File: config.mk
export PLATFORM = sky130hd
export DESIGN_NAME = ant_scan_peak
export DESIGN_NICKNAME = d
export VERILOG_FILES = /design/src/rtl/ant_scan_peak.sv
export SDC_FILE = /design/constraint.sdc
export NUM_CORES = 1
export LEC_CHECK = 0
export ABC_AREA = 0
export ABC_CLOCK_PERIOD_IN_PS = 3050
export BUFFER_PORTS_ARGS = -buffer_cell sky130_fd_sc_hd__buf_4
export CAP_MARGIN = 20
export CORE_MARGIN = 10
export CORE_UTILIZATION = 56
export DETAILED_ROUTE_END_ITERATION = 7
export PLACE_DENSITY_LB_ADDON = 0.12
export SLEW_MARGIN = 10
export SYNTH_ARGS = -nofsm -noshare
export SYNTH_HDL_FRONTEND = slang
export SYNTH_SLANG_ARGS = --single-unit
File: constraint.sdc
create_clock -name clk -period 3.05 [get_ports clk]
set_input_delay 0.61 -clock clk [delete_from_list [all_inputs] [get_ports clk]]
set_output_delay 0.61 -clock clk [all_outputs]
set_load 0.05 [all_outputs]
File: src/rtl/ant_scan_peak.sv
// Antenna sweep controller. Steps the antenna select through every antenna and
// tracks the peak returned power. When the sweep ends it parks the select on the winner.
module ant_scan_peak #(
  parameter int               NUM_ANT = 16,
  parameter int               POW_W   = 32,
  parameter logic [POW_W-1:0] THRESH  = {POW_W{1'b0}}
) (
  input  logic             clk,
  input  logic             rst,
  input  logic             start,
  input  logic [POW_W-1:0] ant_pow,
  output logic [3:0]       ant_posinfo,
  output logic             busy,
  output logic             done,
  output logic [3:0]       peak_idx,
  output logic [POW_W-1:0] peak_pow,
  output logic             no_sig
);

  typedef enum logic [1:0] {
    IDLE  = 2'd0,
    SWEEP = 2'd1,
    DRAIN = 2'd2
  } state_t;

  localparam logic [3:0] PRE_LAST = 4'(NUM_ANT - 2);

  state_t           state, state_nxt;
  logic             drain_cnt;
  logic [1:0]       cap_vld;
  logic [3:0]       cap_idx0, cap_idx1;
  logic [POW_W-1:0] run_max;
  logic [3:0]       run_idx;
  logic             have_max;

  logic [3:0]       pos_nxt;
  logic             busy_nxt, done_nxt, load_res, load_vld, accept;
  logic             take;
  logic [POW_W-1:0] cmp_pow;
  logic [3:0]       cmp_idx;

  // State register; drain_cnt marks the second DRAIN edge.
  always_ff @(posedge clk) begin
    if (rst) begin
      state     <= IDLE;
      drain_cnt <= 1'b0;
    end else begin
      state     <= state_nxt;
      drain_cnt <= (state == DRAIN) && !drain_cnt;
    end
  end

  // Next-state logic.
  always_comb begin
    state_nxt = state;
    case (state)
      IDLE: begin
        if (start) state_nxt = SWEEP;
        else       state_nxt = IDLE;
      end
      SWEEP: begin
        if (ant_posinfo == PRE_LAST) state_nxt = DRAIN;
        else                         state_nxt = SWEEP;
      end
      DRAIN: begin
        if (drain_cnt) state_nxt = IDLE;
        else           state_nxt = DRAIN;
      end
      default: state_nxt = IDLE;
    endcase
  end

  // Output/next-value decode for the registered controls.
  always_comb begin
    pos_nxt  = ant_posinfo;
    busy_nxt = busy;
    done_nxt = 1'b0;
    load_res = 1'b0;
    load_vld = 1'b0;
    accept   = 1'b0;
    case (state)
      IDLE: begin
        if (start) begin
          pos_nxt  = 4'd0;
          busy_nxt = 1'b1;
          load_vld = 1'b1;
          accept   = 1'b1;
        end else begin
          pos_nxt  = ant_posinfo;
        end
      end
      SWEEP: begin
        pos_nxt  = ant_posinfo + 4'd1;
        load_vld = 1'b1;
      end
      DRAIN: begin
        if (drain_cnt) begin
          pos_nxt  = cmp_idx;
          busy_nxt = 1'b0;
          done_nxt = 1'b1;
          load_res = 1'b1;
        end else begin
          pos_nxt  = ant_posinfo;
        end
      end
      default: begin
        pos_nxt  = 4'd0;
        busy_nxt = 1'b0;
      end
    endcase
  end

  // Running-max candidate including the sample arriving this cycle.
  always_comb begin
    take    = cap_vld[1] && (!have_max || (ant_pow > run_max));
    cmp_pow = run_max;
    cmp_idx = run_idx;
    if (take) begin
      cmp_pow = ant_pow;
      cmp_idx = cap_idx1;
    end else begin
      cmp_pow = run_max;
      cmp_idx = run_idx;
    end
  end

  // Registered outputs, capture pipeline and running max.
  always_ff @(posedge clk) begin
    if (rst) begin
      ant_posinfo <= 4'd0;
      busy        <= 1'b0;
      done        <= 1'b0;
      peak_idx    <= 4'd0;
      peak_pow    <= {POW_W{1'b0}};
      no_sig      <= 1'b0;
      cap_vld     <= 2'b00;
      cap_idx0    <= 4'd0;
      cap_idx1    <= 4'd0;
      run_max     <= {POW_W{1'b0}};
      run_idx     <= 4'd0;
      have_max    <= 1'b0;
    end else begin
      ant_posinfo <= pos_nxt;
      busy        <= busy_nxt;
      done        <= done_nxt;
      // Tag each select load so the sample two edges later knows its antenna.
      cap_vld     <= {cap_vld[0], load_vld};
      cap_idx0    <= pos_nxt;
      cap_idx1    <= cap_idx0;
      if (accept) begin
        have_max <= 1'b0;
      end else if (cap_vld[1]) begin
        have_max <= 1'b1;
        run_max  <= cmp_pow;
        run_idx  <= cmp_idx;
      end
      if (load_res) begin
        peak_idx <= cmp_idx;
        peak_pow <= cmp_pow;
        no_sig   <= (cmp_pow <= THRESH);
      end
    end
  end

endmodule

==> impl_metrics.toml <==
[cells_and_area]
fillCellCount = 661
fin_cells = 686
fin_area_um2 = 5450
n_antenna_cell = 0
syn2layout_area_growth_pct = 19.3
fin_util_pct = 69.5
drive_above_1_share_pct = 20.4
nets = 652

[clock_tree]
cts_tree = "yes"
cts_buffer_depth = 2
cts-hold-fix-buffers = 0
clk_latency_ps = 360
cts_setup_buffers = 0
clk_pin_slew_worst_paths_ps = 90
cts_resized = 0
cts_inserted_buffers = 9
clock-sinks = 89
htreeDepth = 3
root_buffer = "clkbuf_8"

[floorplan]
die_h_um = 110
top_level_ports = 78
die_area_um2 = 12200
die_w_um = 110
row_count = 32
core_area_um2 = 7850
start_util_pct = 58.2

[logic_synthesis]
ys_warn_count = 0
yosysTopAreaCell = "dfxtp_1"
synth_fp_nets = 573
synth_edf_count = 0
synth_xor_area_share_pct = 0.192
synth_seq_cells = 89
async_reset_ff_share_pct = 0
synth-compound-area-share_pct = 11.7
synthTopCellsByArea = "dfxtp_1, mux2i_1, ha_1"
synth_top_area_share_pct = 39.0
synth_top_family_by_area = "simple AND/OR/NAND/NOR gates"
ys_types = 38
avgSynthCellArea_um2 = 9.14
seq_area_frac_synth_pct = 39.0
synthFlopType = "dfxtp_1"
synth_common_cells = "dfxtp_1, nor2_1, mux2i_1"
netlist_instances = 500
synth_mux_area_share_pct = 15.3
yosys.area_share.simple_pct = 16.3
yosysMostFrequentCell = "dfxtp_1"
syn_area_um2 = 4570
synth-adder-area-share_pct = 10.4

[power_and_ir_drop]
p_seq_share_pct = 54.6
p_sw_share_pct = 26.1
ir_drop_uv = 259
switchingPower_uw = 562
p_clk_share_pct = 34.1
p_per_area_nw_per_um2 = 396
p_comb_share_pct = 11.2
leakage_nw = 2.53
p_int_mw = 1.59
power.total_mw = 2.16

[critical_path]
reg2reg_to = "peak_pow[18]"
cp.arrival_ps = 3110
r2r_cells = 10
start_kind = "flop"
r2r-start = "run_max[15]"
r2r_setup_slack_ps = 160
crit_path_end_kind = "flop"
cp.required_ps = 3270
worstPathMaxFanout = 13
critPathKind = "reg2reg"

[sta]
setup_violations = 0
fin_skew_ps = 13.8
fin_crit_sh_pct = 94.6
fmax_mhz = 346
tns_ps = 0
slew_headroom_pct = 67.9
finalWorstSetupSlack_ps = 164
fin_hold_ws_ps = 455
worst_pin_slew_ps = 480
final_max_slew_viol_count = 0
rsz0062_at_grt = "no"
period_minus_slack_ps = 2890
hold_viol_final = 0

[detailed_routing]
vias = 3859
drtIter0Drc = 205
wl_per_cell_um = 16.2
ant_nets = 0
first_pass_iters = 4
remaining_drc_errors = 0
viasPerCell = 5.63
totalWireLength_um = 11100

[global_route]
grt_pass1_wl_um = 18400
grt.overflow.total = 0
grt_pass1_vias = 3795
gr-usage-all-layers_pct = 18.6
grt_max_degree = 47
grt_antenna_before_repair = 0

[hold_path]
holdPathStages = 1
hp-start = "cap_vld[0]"
worstHoldEndpoint = "cap_vld[1]"
hold_path.class = "reg2reg"

[placement]
dp_cells = 670
dpl_worst_slack_ps = -113
gpl.final_weighted_congestion = 0.915
placed_area_um2 = 5270
portBuffers = 77
place.detailed.hpwl_um = 8310

[outcome]
status = "completed"

[job]
maxCapViolCount = 0
-- power groups by stage --
stage | sequential, mW | combinational, mW | clock, mW
finish | 1.18 | 0.242 | 0.736
global route | 1.18 | 0.267 | 0.785
CTS | 1.18 | 0.239 | 0.747
detailed placement | 1.21 | 0.237 | 0
global placement | 1.21 | 0.231 | 0
floorplan | 1.21 | 0.139 | 0
-- logic make-up (layout without fill, tap and decap cells) --
group                      count (synthesis)  count (layout)
AOI/OAI and AO/OA                         79              79
DFF                                       89              89
adders and majority gates                 38              38
xor gates and xnor gates                   1               1
and+or+nand+nor                          159             159
muxes                                     70              70
buffers and inverters                     64             148
-- how the worst max path moves through the flow --
stage           startpoint           end  slack, ps  cells after the start
6_report       run_max[15]  peak_pow[18]        160                     10
4_1_cts        run_max[27]  peak_pow[19]        180                     11
3_3_place_gp    ant_pow[7]   cap_idx0[3]         -3                     10
3_5_place_dp   ant_pow[14]   cap_idx0[3]       -110                     10
5_1_grt        run_max[13]  peak_pow[18]         10                     10
2_1_floorplan  ant_pow[14]   run_max[17]        400                     10
-- registers in the layout (all words and copies together) (netlist names) --
name       flops
have_max       1
peak_pow      32
cap_idx0       4
drain_cnt      1
run_max       32
state          2
cap_idx1       4
no_sig         1
peak_idx       4
cap_vld        2
done           1
run_idx        4
busy           1
-- critical path, stage by stage (launching register included) --
cell	delay, ps
dfxtp_1	390
inv_1	60
ha_1	330
nand4_2	140
or3_1	440
o311ai_1	350
a31oi_1	170
nor2_4	220
buf_4	290
mux2i_1	270
a211oi_1	100
-- layout make-up --
| class | instances | area [µm²] | share of cell area [%] |
|---|---|---|---|
| Inverter | 38 | 143 | 2.62 |
| Multi-Input combinational cell | 347 | 2490 | 45.8 |
| Sequential cell | 89 | 1780 | 32.7 |
| Clock buffer | 11 | 141 | 2.59 |
| Timing Repair Buffer | 94 | 731 | 13.4 |
| Tap cell | 102 | 128 | 2.34 |
| Clock inverter | 5 | 31.3 | 0.574 |
-- layer usage --
layer / share of wire, % / wire length, µm / global-route usage [%]
met2: 48 / 5300 / 30.0
met3: 7.4 / 821 / 5.11
met4: 1.4 / 156 / 6.51
met1: 44 / 4840 / 23.3
met5: 0 / 0 / 0
-- layout by cell type (no fill, tap or decap), types with 8 or more instances in the layout --
master,instances
a211oi_1,38
a21oi_1,18
buf_4,92
clkbuf_8,10
dfxtp_1,89
ha_1,38
inv_1,38
mux2i_1,70
nand2_1,16
nand3_1,8
nand4_1,10
nor2_1,83
nor2b_1,9
nor4_1,16
Power figures use the tool's default switching activity.
